`src/rtl/iot_filter_param.sv`:
```
// iot_filter_param: assembles BW-bit beats into DW-bit words and filters
// rounds of NW words (max/min/avg/window/peak), one result pulse per hit.
//
// Ports:
//   clk, rst_n        clock, async active-low reset
//   in_en, iot_in     beat strobe and beat data (MSB slice first)
//   fn_sel            function select, latched at word 0 of each round
//   thr_lo, thr_hi    unsigned thresholds, latched with fn_sel
//   busy              high while beats are not accepted
//   valid, iot_out    one-cycle result pulse and held result word
module iot_filter_param #(
    parameter int DW = 128,
    parameter int BW = 8,
    parameter int NW = 8
) (
    input  logic          clk,
    input  logic          rst_n,
    input  logic          in_en,
    input  logic [BW-1:0] iot_in,
    input  logic [2:0]    fn_sel,
    input  logic [DW-1:0] thr_lo,
    input  logic [DW-1:0] thr_hi,
    output logic          busy,
    output logic          valid,
    output logic [DW-1:0] iot_out
);

    localparam int NB  = DW / BW;
    localparam int BCW = (NB > 1) ? $clog2(NB) : 1;
    localparam int LN  = $clog2(NW);
    localparam int AW  = DW + LN;

    typedef enum logic [1:0] {IDLE, COLLECT, EVAL} state_t;

    state_t         state, state_nxt;
    logic [BCW-1:0] bcnt;
    logic [LN-1:0]  wcnt;
    logic [DW-1:0]  word, word_nxt;
    logic [DW-1:0]  run_max, run_min, peak;
    logic [DW-1:0]  lo_q, hi_q;
    logic [AW-1:0]  acc, acc_n;
    logic [2:0]     fn_q;
    logic           peak_vld;

    logic          accept, last_beat, first, last;
    logic [2:0]    fn_e;
    logic [DW-1:0] lo_e, hi_e;
    logic [DW-1:0] cmax, cmin;
    logic          pv_e;
    logic          hit, peak_upd;
    logic [DW-1:0] out_nxt;

    assign busy      = (state != COLLECT);
    assign accept    = in_en && (state == COLLECT);
    assign last_beat = (bcnt == BCW'(NB - 1));
    assign word_nxt  = (word << BW) | DW'(iot_in);

    assign first = (wcnt == '0);
    assign last  = (wcnt == LN'(NW - 1));

    // Word 0 evaluates with the values being latched on this same edge.
    assign fn_e = first ? fn_sel : fn_q;
    assign lo_e = first ? thr_lo : lo_q;
    assign hi_e = first ? thr_hi : hi_q;

    assign cmax  = (first || word > run_max) ? word : run_max;
    assign cmin  = (first || word < run_min) ? word : run_min;
    assign acc_n = (first ? '0 : acc) + AW'(word);

    // A mode change at round start invalidates the stored peak.
    assign pv_e = (first && fn_sel != fn_q) ? 1'b0 : peak_vld;

    always_comb begin
        state_nxt = state;
        hit       = 1'b0;
        peak_upd  = 1'b0;
        out_nxt   = word;
        unique case (state)
            IDLE:    state_nxt = COLLECT;
            COLLECT: if (accept && last_beat) state_nxt = EVAL;
            EVAL: begin
                state_nxt = COLLECT;
                case (fn_e)
                    3'd1: if (last) begin
                        hit     = 1'b1;
                        out_nxt = cmax;
                    end
                    3'd2: if (last) begin
                        hit     = 1'b1;
                        out_nxt = cmin;
                    end
                    3'd3: if (last) begin
                        hit     = 1'b1;
                        out_nxt = DW'(acc_n >> LN);
                    end
                    3'd4: hit = (word > lo_e) && (word < hi_e);
                    3'd5: hit = (word < lo_e) || (word > hi_e);
                    3'd6: if (last && (!pv_e || cmax > peak)) begin
                        hit      = 1'b1;
                        peak_upd = 1'b1;
                        out_nxt  = cmax;
                    end
                    3'd7: if (last && (!pv_e || cmin < peak)) begin
                        hit      = 1'b1;
                        peak_upd = 1'b1;
                        out_nxt  = cmin;
                    end
                    default: ;
                endcase
            end
            default: state_nxt = IDLE;
        endcase
    end

    always_ff @(posedge clk or negedge rst_n) begin
        if (!rst_n) begin
            state    <= IDLE;
            bcnt     <= '0;
            wcnt     <= '0;
            word     <= '0;
            run_max  <= '0;
            run_min  <= '0;
            peak     <= '0;
            peak_vld <= 1'b0;
            acc      <= '0;
            fn_q     <= '0;
            lo_q     <= '0;
            hi_q     <= '0;
            valid    <= 1'b0;
            iot_out  <= '0;
        end else begin
            state <= state_nxt;
            valid <= hit;
            if (hit) iot_out <= out_nxt;
            if (accept) begin
                word <= word_nxt;
                bcnt <= last_beat ? '0 : bcnt + BCW'(1);
            end
            if (state == EVAL) begin
                wcnt     <= wcnt + LN'(1);
                run_max  <= cmax;
                run_min  <= cmin;
                acc      <= last ? '0 : acc_n;
                peak_vld <= pv_e | peak_upd;
                if (peak_upd) peak <= out_nxt;
                if (first) begin
                    fn_q <= fn_sel;
                    lo_q <= thr_lo;
                    hi_q <= thr_hi;
                end
            end
        end
    end

endmodule

```
`config.mk`:
```
export PLATFORM = sky130hd
export DESIGN_NAME = iot_filter_param
export DESIGN_NICKNAME = d
export VERILOG_FILES = /design/src/rtl/iot_filter_param.sv
export SDC_FILE = /design/constraint.sdc
export NUM_CORES = 2
export LEC_CHECK = 0
export CAP_MARGIN = 20
export CELL_PAD_IN_SITES_DETAIL_PLACEMENT = 0
export CELL_PAD_IN_SITES_GLOBAL_PLACEMENT = 1
export CORE_MARGIN = 1
export CORE_UTILIZATION = 40
export DETAILED_ROUTE_END_ITERATION = 7
export PLACE_DENSITY = 0.79
export SYNTH_ARGS = -nofsm -noshare
export SYNTH_HDL_FRONTEND = slang
export SYNTH_SLANG_ARGS = --single-unit
```
`constraint.sdc`:
```
create_clock -name clk -period 7.92 [get_ports clk]
set_clock_uncertainty 0.05 [all_clocks]
set_input_delay 1.98 -clock clk [delete_from_list [all_inputs] [get_ports clk]]
set_output_delay 1.98 -clock clk [all_outputs]
set_load 0.02 [all_outputs]
```
==> metrics.cfg <==
[grt]
grt_max_degree = 267
grt_first_pass_wirelength_um = 554900
grt_pass1_vias = 76646
grt_use_total_pct = 38.55
grt_antenna_before_repair = 43
globalRoute.totalOverflow = 0

[timing]
clock.fmax_ghz = 0.1288
layout_min_cycle_time_ns = 7.765
finalSetupViolCount = 0
worstMarginPinSlew_ns = 1.296
fin_ws_ns = 0.1547
maxSlewHeadroom_pct = 13.57
timing.final.hold_violations = 0
period_share_pct = 98.05
grt_setup_unrepaired = no
slew_violations = 0

[clock_tree]
clk_pin_slew_worst_paths_ns = 0.06
clk_root_buffer_cell = clkbuf_16
htree_levels = 4
cts_hold_bufs = 0
cts_tree = built
cts_max_path_buffers = 3
clk_sink_count = 1041
worst_skew_pair.late_latency_ns = 0.82
tritoncts.num_buffers = 135

[logic_synthesis]
post-synth-top-area-fraction_pct = 33.13
synthFlopType = dfrtp_1
synth_edf_count = 0
synth.top_cells.by_area = dfrtp_1, ha_1, o21ai_0
netlist.top_cell.by_area = dfrtp_1
postSynthRegisterBits = 1041
synth.cells.most_frequent = nand2_1, o21ai_0, dfrtp_1
share_of_flip_flops_with_an_asynchronous_set_or_reset_after_synthesis_pct = 100.0
post_synth_num_cell_types = 116
avgSynthCellArea_um2 = 8.252
syn-cell-area_um2 = 78630
yosys_warnings = 0
synth.yosys.seq_area_share_pct = 33.13
yosys.cell_count.top_type = nand2_1
number_of_instances_in_the_synthesized_netlist = 9529
post_synthesis_net_count = 10698

[placed_design]
dp.cells = 12876
portBuffers = 399
detailedPlace.worstSlack_ns = -0.4279
detailed_place.area_um2 = 91380
place_congestion = 1.039
place_hpwl_um = 300900

[critical_path]
worstReg2RegStart = word[126]
worst_r2r_endpoint = iot_out[68]
crit_path_start_kind = flop
regToRegSetupSlack_ns = 0.15
worstSetupPathDepth = 29
cpPeakStageDelay_ns = 0.58
critPathTopFamily = simple AND/OR/NAND/NOR gates
critPathMaxFanout = 67
worst_ep_required_time_ns = 8.57
crit_path_end_kind = flop
critical_path_class = reg -> reg
cpMaxStageDelayCell = or4_4
crit_buf_inv = 6
cp.arrival_ns = 8.42
worst-r2r-cell-count = 29

[status]
failed_checks = design-rule violations
run_status = finished, violations left

[worst_hold_path]
hold-path-cell-count = 2
timing.hold.worst.class = reg -> reg
worstHoldStart = acc[111]
worst_hold_path.endpoint = acc[111]

[floorplanning]
floorplan.die_area_um2 = 198400
core.rowCount = 162
initial_utilization_pct = 40.28
fp.coreArea_um2 = 195200
die_w_um = 445.4
floorplan.io_pins = 400
floorplan.die.height_um = 445.4

[pwr]
pwr_density_cell_nw_per_um2 = 266.0
power_leakage_nw = 45.95
cell_internal_pwr_mw = 14.40
post-layout-total-power_mw = 25.63
p_seq_share_pct = 24.3
total_switching_power_mw = 11.22
clock_power_share_pct = 26.0
worst_ir_drop_vdd_mv = 0.1676
fraction_of_power_consumed_by_combinational_cells_pct = 49.7
power.switching_fraction_pct = 43.79

[route]
number_of_remaining_drc_errors = 1
drt-pass1-iter-count = 8
post_drt_wl_per_cell_um = 29.77
ant_nets = 0
num_vias = 80566
wirelength_um = 391200
drc_marker_count_from_the_first_detailed_route_iteration = 10223
routed_via_density = 6.131

[cells_and_area]
drive_gt1_share_pct = 12.33
layout.area.seq_um2 = 26050
postLayoutCoreUtil_pct = 49.35
finalNetCount = 11565
multiInputGateArea_um2 = 48410
finish.instance_area_um2 = 96340
fillerInstances = 18858
area_growth_pct = 22.52
finalNonFillerCells = 13141

[run]
maxCapViolations = 0

[metal layers]
layer | vias up | part of all wire, % | global-route usage, %
met4 | 24 | 4.6 | 16.35
met2 | 4640 | 40 | 53.55
met5 | - | 0.040 | 0
li1 | 35998 | - | -
met1 | 39146 | 43 | 55.05
met3 | 758 | 12 | 11.13
[sequential cells by signal (all words and copies together) (netlist names)]
name and count:
acc 131, run_min 128, fn_q 3, run_max 128
valid 1, wcnt 3, peak_vld 1, state 2
lo_q 128, peak 128, iot_out 128, bcnt 4
word 128, hi_q 128
[cell families (layout without fill, tap and decap cells)]
logic type | Yosys count | count (layout) | synth area share, %
multiplexers | 415 | 415 | 5.444
AO/OA/AOI/OAI | 3040 | 3040 | 23.81
buffers and inverters | 1124 | 2099 | 5.730
adder cells (fa/ha/maj) | 899 | 899 | 14.31
flip-flops | 1041 | 1041 | 33.13
AND/OR/NAND/NOR | 2877 | 2877 | 16.10
other | 0 | 13 | 0
XOR/XNOR | 133 | 133 | 1.481
[layout by cell type, fill, tap and decap left out, types with 36 or more instances in the layout]
master | netlist | routed
nor3_1 | 104 | 103
o221ai_1 | 63 | 63
nor2b_1 | 38 | 36
nand3_1 | 123 | 123
o21ai_0 | 1259 | 1257
buf_4 | 17 | 813
o22ai_1 | 67 | 66
mux2_2 | 37 | 37
nand2_1 | 1674 | 1672
nor4_1 | 45 | 39
o31ai_1 | 70 | 69
clkdlybuf4s50_1 | 0 | 398
clkbuf_16 | 0 | 139
and2_1 | 137 | 137
inv_1 | 553 | 553
buf_12 | 0 | 81
o21ai_1 | 61 | 60
a221oi_1 | 79 | 78
a211oi_1 | 84 | 83
xor2_1 | 56 | 56
a21o_1 | 139 | 139
xnor2_1 | 77 | 77
dfrtp_1 | 1041 | 1040
nand4_1 | 204 | 204
a21oi_1 | 632 | 627
a31oi_1 | 39 | 39
ha_1 | 898 | 897
nor2_1 | 409 | 401
o211ai_1 | 50 | 50
mux2i_1 | 356 | 356
o21a_1 | 71 | 70
a22o_1 | 97 | 97
o21bai_1 | 37 | 37
[worst min-delay path, delay by kind of cell (launching register included)]
family	cells	cell delay, ns
flip-flops	1	0.33
AO/OA/AOI/OAI	1	0.06
AND/OR/NAND/NOR	1	0.05
[power groups by stage]
stage	registers [mW]	logic (mW)	clock network, mW
after floorplan	6.34	6.13	0
after global placement	6.26	12.0	0
after detailed placement	6.27	12.1	0
after CTS	6.18	12.2	6.73
after global routing	6.24	13.7	6.92
final	6.22	12.7	6.66
[area by class of cell]
cell class / count / area share (%)
multi-input cells: 7364 / 50.25
inverters: 555 / 2.165
flip-flops and latches: 1041 / 27.04
well taps: 2624 / 3.408
diodes: 13 / 0.03377
clock buffers: 198 / 4.173
repair buffers: 1299 / 12.26
clock inverters: 47 / 0.6689
[how the worst max path moves through the flow]
stage              endpoint  slack [ns]       from
2_1_floorplan     peak[124]        1.27   word[63]
3_3_place_gp    iot_out[34]       -0.36   word[43]
3_5_place_dp    iot_out[34]       -0.43   word[43]
4_1_cts        iot_out[121]       0.003  word[117]
5_1_grt        iot_out[105]        0.01  word[108]
6_report        iot_out[68]        0.15  word[126]
[stage by stage]
stage	TNS (ns)	hold WS [ns]
floorplan	0	0.3902
global placement	-38.30	0.4038
detailed placement	-59.09	0.4087
global route	0	0.4415
finish	0	0.4204
CTS	0	0.4212
[repair_timing]
action | CTS | global route
cloned | 0 | 0
setup buffers | 2 | 4
endpoints found under the hold margin | 0 | 0
gates resized for setup | 11 | 35
endpoints found under the setup margin | 257 | 249
pin swaps | 2 | 6
Power figures use the tool's default switching activity.
